[config.mk]
export PLATFORM = sky130hd
export DESIGN_NAME = rd_scoreboard
export DESIGN_NICKNAME = d
export VERILOG_FILES = /design/src/rtl/sb_pkg.sv /design/src/rtl/decoder_onehot.sv /design/src/rtl/rd_scoreboard.sv
export SDC_FILE = /design/constraint.sdc
export NUM_CORES = 1
export LEC_CHECK = 0
export ABC_AREA = 1
export BUFFER_PORTS_ARGS = -buffer_cell sky130_fd_sc_hd__buf_2
export CORE_UTILIZATION = 55
export CTS_BUF_LIST = sky130_fd_sc_hd__clkbuf_4 sky130_fd_sc_hd__clkbuf_8
export DETAILED_ROUTE_END_ITERATION = 8
export GPL_ROUTABILITY_DRIVEN = 0
export PLACE_DENSITY = 0.8
export SLEW_MARGIN = 30
export SYNTH_ARGS = -nofsm -noshare
export SYNTH_HDL_FRONTEND = slang
export SYNTH_SLANG_ARGS = --single-unit
[constraint.sdc]
create_clock -name clock -period 4.95 [get_ports clock]
set_input_delay 0.495 -clock clock [delete_from_list [all_inputs] [get_ports clock]]
set_output_delay 0.495 -clock clock [all_outputs]
set_load 0.01 [all_outputs]
[src/rtl/sb_pkg.sv]
// Shared constants for the register-file scoreboard: default address width,
// derived register/counter sizes and the hard-wired zero register index.
package sb_pkg;
   localparam int SB_ADDR_W = 5;
   localparam int SB_R0     = 0;

   function automatic int sb_nregs(input int aw);
      return 1 << aw;
   endfunction

   function automatic int sb_cnt_w(input int aw);
      return aw + 1;
   endfunction
endpackage

[src/rtl/decoder_onehot.sv]
// Binary-to-one-hot decoder with enable: out = en << sel.
module decoder_onehot #(
   parameter int ADDR_W = 5
) (
   input  logic                     en,
   input  logic [ADDR_W-1:0]        sel,
   output logic [(1<<ADDR_W)-1:0]   out
);
   for (genvar gi = 0; gi < (1 << ADDR_W); gi++) begin : g_bit
      assign out[gi] = en & (sel == ADDR_W'(gi));
   end
endmodule

[src/rtl/rd_scoreboard.sv]
// Pending-write scoreboard: stalls decode on RAW/WAW hazards and registers the
// regfile write-enable. Optional SB_WB_BYPASS_EN lets a same-cycle writeback hide its register.
module rd_scoreboard
   import sb_pkg::*;
#(
   parameter  int ADDR_W = SB_ADDR_W,
   localparam int NREGS  = sb_nregs(ADDR_W),
   localparam int CNT_W  = sb_cnt_w(ADDR_W)
) (
   input  logic              clock,
   input  logic              reset_n,
   input  logic              iss_valid,
   input  logic [ADDR_W-1:0] iss_rs1,
   input  logic [ADDR_W-1:0] iss_rs2,
   input  logic              iss_wr,
   input  logic [ADDR_W-1:0] iss_rd,
   output logic              iss_ready,
   input  logic              wb_valid,
   input  logic [ADDR_W-1:0] wb_rd,
   input  logic              flush,
   output logic [NREGS-1:0]  pending,
   output logic [CNT_W-1:0]  pend_cnt,
   output logic [NREGS-1:0]  wen_onehot,
   output logic              err
);
   localparam logic [ADDR_W-1:0] R0_ADDR = ADDR_W'(SB_R0);

   logic [NREGS-1:0] wb_vec;
   logic [NREGS-1:0] set_vec;
   logic [NREGS-1:0] clr_vec;
   logic [NREGS-1:0] eff_pending;
   logic [NREGS-1:0] pending_next;
   logic [CNT_W-1:0] cnt_next;
   logic             hazard;
   logic             fire;
   logic             set_en;
   logic             wb_hit;
   logic             clr_en;
   logic             stray_wb;
   logic             cnt_inc;
   logic             cnt_dec;

   decoder_onehot #(.ADDR_W(ADDR_W)) u_wb_dec  (.en(wb_valid), .sel(wb_rd),  .out(wb_vec));
   decoder_onehot #(.ADDR_W(ADDR_W)) u_set_dec (.en(set_en),   .sel(iss_rd), .out(set_vec));
   decoder_onehot #(.ADDR_W(ADDR_W)) u_clr_dec (.en(clr_en),   .sel(wb_rd),  .out(clr_vec));

`ifdef SB_WB_BYPASS_EN
   assign eff_pending = pending & ~wb_vec;
`else
   assign eff_pending = pending;
`endif

   assign hazard    = eff_pending[iss_rs1] | eff_pending[iss_rs2] | (iss_wr & eff_pending[iss_rd]);
   assign iss_ready = !hazard & !flush;
   assign fire      = iss_valid & iss_ready;
   assign set_en    = fire & iss_wr & (iss_rd != R0_ADDR);

   // r0 is never pending, so clr_en excludes it without an explicit test
   assign wb_hit    = pending[wb_rd];
   assign clr_en    = wb_valid & wb_hit;
   assign stray_wb  = wb_valid & !wb_hit & (wb_rd != R0_ADDR);

   // A set that lands on a bit being cleared this cycle is net zero for the count
   assign cnt_inc   = set_en & !pending[iss_rd];
   assign cnt_dec   = clr_en & !(set_en & (iss_rd == wb_rd));

   assign pending_next = (pending & ~clr_vec) | set_vec;
   assign cnt_next     = pend_cnt + CNT_W'(cnt_inc) - CNT_W'(cnt_dec);

   always_ff @(posedge clock or negedge reset_n) begin
      if (!reset_n) begin
         pending    <= '0;
         pend_cnt   <= '0;
         wen_onehot <= '0;
         err        <= 1'b0;
      end else begin
         wen_onehot <= wb_vec;
         if (flush) begin
            pending  <= '0;
            pend_cnt <= '0;
         end else begin
            pending  <= pending_next;
            pend_cnt <= cnt_next;
            if (stray_wb) begin
               err <= 1'b1;
            end
         end
      end
   end
endmodule

# == After elaboration in Yosys (flattened, before gate mapping) ==
# Index checks and enable logic that the tools add are counted.
# W data, S select, Z words.
# totals
ff_bits,71
inputBits,26
output_inout_bits,72
elab_cells,206
# classes
add_sub_neg,2
magnitude_cmp,4
n_eq_ne,63
n_mux,10
bitwise,113
n_reduce_logical,10
# op_table
op,count
$eq A5 B5 Y1 const B,32
$and A1 B1 Y1,107
$eq A5 B4 Y1 const B,16
$eq A5 B3 Y1 const B,8
$and A32 B32 Y32,1
$mux W32,1
$not A32 Y32,1
$or A32 B32 Y32,1
$lt A5 B6 Y1 const B,4
$bmux W1 S5,4
$eq A5 B2 Y1 const B,4
$eq A5 B1 Y1 const B,2
$logic_not A5 Y1,2
$reduce_bool A5 Y1,2
$add A6 B1 Y6,1
$mux W6,1
$sub A6 B1 Y6,1
$eq A5 B5 Y1,1
$logic_not A1 Y1,5
$mux W1,4
$or A1 B1 Y1,2
$reduce_and A2 Y1,1
$not A1 Y1,1

# == Logic depth before layout (Yosys ltp) ==
# logic_depth
ltp_word,14
depth_mapped,27
depth_no_buf,25

# == Hierarchy ==
# A second synthesis with hierarchy kept.
# hier_totals
cells_unflattened,746
hier_area_um2,4805.9
# modules_own_cells
mod,n_inst,cells_each,area_per_inst_um2,seq_area_each_um2
rd_scoreboard,1,545,4006.3,1776.7
decoder_onehot,3,67,266.5,0.0

# == Worst setup path before layout ==
# Ideal clock, no wire load.
# synth_path
path_kind,input port to flip-flop
from,input iss_rs1[0]
to,register pend_cnt[4]
setup_time_ns,0.124
t_arrival_ns,3.014
required_ns,4.826
path_slack_ns,1.812
stages,21
n_path_buf,3
cell_sequence,buf_2 > buf_2 > o211ai_1 > nand3_1 > nand2_1 > nand2_1 > nand3_1 > nand3_1 > nor2_4 > buf_6 > nand2_1 > ha_1 > inv_1 > ha_1 > fa_1 > nand2_1 > inv_1 > nor2_1 > o21bai_1 > o21ai_0 > a21oi_1
# synth_via
elab_chain_len,14
word_cells_on_any_way,16
classes_between,add/sub: 2; mux: 3; bitwise: 9; reduce/logical: 2
# synth_lines
element,line,rtl
from (decl),rd_scoreboard.sv:13,"input logic [ADDR_W-1:0] iss_rs1,"
$bmux W1 S5 *,rd_scoreboard.sv:53,assign hazard = eff_pending[iss_rs1] | eff_pending[iss_rs2] | (iss_wr & eff_pending[iss_rd]);
$mux W1 (not written as such) *,rd_scoreboard.sv:53,
$or A1 B1 Y1 * (2 in a row),rd_scoreboard.sv:53,
$logic_not A1 Y1 *,rd_scoreboard.sv:54,assign iss_ready = !hazard & !flush;
$and A1 B1 Y1 *,rd_scoreboard.sv:54,
net iss_ready,rd_scoreboard.sv:17,"output logic iss_ready,"
$and A1 B1 Y1 *,rd_scoreboard.sv:55,assign fire = iss_valid & iss_ready;
$and A1 B1 Y1 * (2 in a row),rd_scoreboard.sv:56,assign set_en = fire & iss_wr & (iss_rd != R0_ADDR);
branches (longest 3 deep; another with $add A6 B1 Y6),--,
$sub A6 B1 Y6 *,rd_scoreboard.sv:68,assign cnt_next = pend_cnt + CNT_W'(cnt_inc) - CNT_W'(cnt_dec);
$mux W6 *,rd_scoreboard.sv:78,if (flush) begin
to (signal assigned),rd_scoreboard.sv:83,pend_cnt <= cnt_next;
to (decl),rd_scoreboard.sv:22,"output logic [CNT_W-1:0] pend_cnt,"
# Mark *: on every way through the listed nets, which the timed path passes. The select of a mux whose other input is x is not followed.
# A chain may end at the register's enable or synchronous reset.

# == Worst setup path in the final report ==
# layout_path
from,input iss_rd[4]
to,register pend_cnt[4]
# layout_via
elab_chain_len,14
word_cells_on_any_way,19
classes_between,add/sub: 2; eq/ne: 1; mux: 3; bitwise: 9; reduce/logical: 4
# layout_lines
element,line,rtl
from (decl),rd_scoreboard.sv:16,"input logic [ADDR_W-1:0] iss_rd,"
branches (longest 12 deep; another with $add A6 B1 Y6),--,
$sub A6 B1 Y6 *,rd_scoreboard.sv:68,
$mux W6 *,rd_scoreboard.sv:78,
# Every way passes the cells marked *. The select of a mux whose other input is x is not followed.

==> results.txt <==
Dividing the final minimum period by the clock period gives approximately 72%. The residual overflow from global routing is 0. In this run the mean area of a mapped cell was 6.723 µm². Leaving out fill and tap cells, the most frequent cell in the layout is nand2_1. The number of setup violations in the final report came out at 0. The floorplan has 33 rows. The final standard cell count with taps included and fillers excluded came out at 888. The static power due to leakage came out at 2.708 nW.

After synthesis, the share of flip-flops with an asynchronous set or reset is 100.0%. The signal arrival time at the worst endpoint came out at around 3.8 ns. In this run the clock root is driven by a clkbuf_8. The worst pin sits at a relative slew slack of about two fifths. The maximum ir drop on the vdd rail came out at 0.0002173 V. The count of endpoints failing hold in the final timing report came out at 0.

The post-CTS setup buffer count came out at 0. Synthesis produced a netlist whose cell count is 710. The first detailed-routing pass took 5 iterations. Power spread over the standard cell area amounts to approximately 250 mW/mm². Leaving out fill and tap cells, the most frequent cells in the layout are 179 x nand2_1, 97 x buf_2, 80 x nor2_1, 71 x dfrtp_1, 69 x nand3_1.

The clock reaches the later pin of the worst-skew pair after 0.37 ns. The total power consumption of the routed design is 1.324 mW. The fraction of layout cells with a size suffix above 1 is 16.48%. The initial core utilization is a little under three fifths. The remaining number of nets flagged by the antenna check after routing is 0. Max-cap violations in this run came to 0. Including well taps, the total number of placed cells is 872.

The antenna diode count is 0. The most instantiated flip-flop cell in the synthesis netlist is dfrtp_1. The max-slew violation total from the final report came out at 0. The standard cell core area came out at 0.008299 mm².

The global-route usage over all layers is between 30% and 40%. The startpoint of the lowest-slack register-to-register path is pending[25]$_DFF_PN0_. The mapped cell area is 0.004773 mm².

The post-route setup TNS is 0 ns. The number of antenna violations at the first check in global routing was 0. The internal reg-to-reg setup slack is 1.56 ns. Setup repair after global routing left no endpoint under its margin. The cell type with the largest total area after synthesis is dfrtp_1. The first global-routing pass estimated 23400 µm of wire.

After clock tree synthesis, the repair step resized 0 gates. The HPWL reported at the end of detailed placement came out at around 11000 µm. The flow ran to the end, and the final reports show no timing, DRC or antenna violations. The required time of the critical path came out at 5.20 ns. The number of global-route vias before repair is 4541.

The top cell type by area accounts for 37.22% of the synthesized area. The post-route DRC violation count came out at 0. The die outline area is 0.009055 mm². The number of hold buffers added after CTS was 0. The worst setup path is of the input pin to register kind. The time the worst path needs with I/O delays and setup is approximately 3.6 ns.

In this run the worst hold path is classified as input pin to async pin. The H-tree was split into 3 levels. The number of warning messages in the yosys log came out at 0. The maximum buffer depth of the clock tree came out at 2. Input and output buffers added on the ports amount to 97. The path depth of the worst reg2reg path is 21.

The vertical extent of the die came out at between 90 and 100 µm. The total vias in the final route came out at 5277. The fill cell total of the finished layout is about 790. Summed over all layers, the routed wires come to 15200 µm.

The die extent in x is 95.16 µm. The worst setup skew after layout came out at 0.01268 ns. STA classifies the critical path endpoint as a register. The highest achievable clock rate came out at 279.3 MHz. For this block, the initial DRC count from the detailed router was 618. In the final routed layout, each cell accounts on average for 17.12 µm. The worst setup path is launched from an input pin. The clock drives 71 sinks.

For this run, the register share of the synthesized area comes to 37.22%. Entering global routing, the biggest net connects 72 pins. Clock-pin slew was measured on the worst setup and hold paths at 0.09 ns. In the routed layout, each cell is associated on average with a via count of 5.943. The total number of nets in the final design is a little over 800.

TritonCTS built the clock tree. The post-synthesis cell type count came out at 31. For the pin with the worst max-slew slack, the measured transition is around 0.92 ns. The worst-path maximum fanout came out at 33.

The layout overhead on the synthesized area is 12.90%. The end of the worst register-to-register path is pend_cnt[4]$_DFF_PN0_. In the post-synthesis netlist, the biggest area contributors are dfrtp_1 37%, nand2_1 14%, nand3_1 7.2%. The total of flip-flops plus latches after synthesis is 71. The clock buffer count from CTS is 9. Counting flops with a built-in enable in the synthesized netlist gives 0. The post-synth net total is 743. The number of top-level pins is 98.
[cells in the mapped netlist (all sizes together) (3+ instances only)]
| cell | number |
|---|---|
| nor4 | 12 |
| nor3 | 43 |
| dfrtp | 71 |
| nor2 | 82 |
| buf | 24 |
| nand4 | 31 |
| inv | 70 |
| nand2 | 183 |
| nand3 | 70 |
| o22ai | 5 |
| clkbuf | 21 |
| o21bai | 3 |
| o211ai | 16 |
| a21oi | 46 |
| o21ai | 16 |
| a22oi | 6 |
| ha | 6 |
[flip-flops by register name, indices dropped and copies added (netlist names)]
signal	flops
wen_onehot	32
err	1
pend_cnt	6
pending	32
[final cells by class]
| cell class | instances | area (µm²) | share of cell area (%) |
|---|---|---|---|
| Clock buffer | 9 | 123.9 | 2.299 |
| Clock inverter | 7 | 61.31 | 1.138 |
| Inverter | 71 | 266.5 | 4.945 |
| Multi-Input combinational cell | 523 | 2502 | 46.44 |
| Sequential cell | 71 | 1777 | 32.97 |
| Tap cell | 105 | 131.4 | 2.438 |
| Timing Repair Buffer | 102 | 526.8 | 9.775 |
[cells by family (layout without fill, tap and decap cells)]
logic type,after synthesis,after routing,synth area share (%)
AND/OR/NAND/NOR,421,421,38.85
flip-flops,71,71,37.22
adder cells (fa/ha/maj),7,7,1.992
buffers and inverters,116,189,10.35
AO/OA/AOI/OAI,93,93,11.22
XOR/XNOR,2,2,0.3670
[worst max-delay path: stages]
cell	delay (ns)
buf_2	0.31
clkinv_1	0.49
a21oi_1	0.27
nand2_1	0.09
nand3_2	0.09
nand2_2	0.06
nor2_4	0.07
buf_4	0.31
nand2_1	0.11
ha_1	0.32
inv_1	0.05
ha_1	0.21
fa_1	0.41
nand2_1	0.08
inv_1	0.05
nor2_1	0.10
o21bai_1	0.09
o21ai_0	0.15
a21oi_1	0.07
[report_power, final]
part / switching [mW] / total, mW / leakage [nW] / internal, mW
Clock: 0.257 / 0.449 / 0.0892 / 0.192
Combinational: 0.186 / 0.269 / 1.64 / 0.0824
Sequential: 0.0113 / 0.606 / 0.980 / 0.595
[layer usage]
metal / vias up / GRT usage, % / wire length [µm]
met5: - / 0 / 0
met4: 0 / 17.68 / 741
met3: 53 / 9.330 / 1960
met2: 340 / 49.82 / 6499
met1: 2382 / 47.99 / 6001
li1: 2502 / - / -
[how the worst max path moves through the flow]
stage	slack (ns)	startpoint	depth (start not counted)	endpoint
global route	1.17	iss_rd[4]	19	pend_cnt[4]$_DFF_PN0_
global placement	1.19	iss_rd[4]	19	pend_cnt[4]$_DFF_PN0_
detailed placement	1.10	iss_rd[4]	19	pend_cnt[4]$_DFF_PN0_
CTS	1.46	iss_rd[4]	19	pend_cnt[4]$_DFF_PN0_
finish	1.37	iss_rd[4]	19	pend_cnt[4]$_DFF_PN0_
floorplan	1.81	iss_rs1[0]	21	pend_cnt[4]$_DFF_PN0_
[per-stage QoR]
step / hold WS [ns] / cell area [µm²] / util [%] / worst slack [ns]
final: 0.2145 / 5389 / 64.93 / 1.369
after global routing: 0.2880 / 5389 / 64.93 / 1.169
after CTS: 0.3646 / 5385 / 64.89 / 1.465
after detailed placement: 0.4646 / 5200 / 62.66 / 1.103
after global placement: 0.4665 / 5200 / 62.66 / 1.187
after floorplan: 0.1994 / 4773 / - / 1.812
Power figures use the tool's default switching activity.
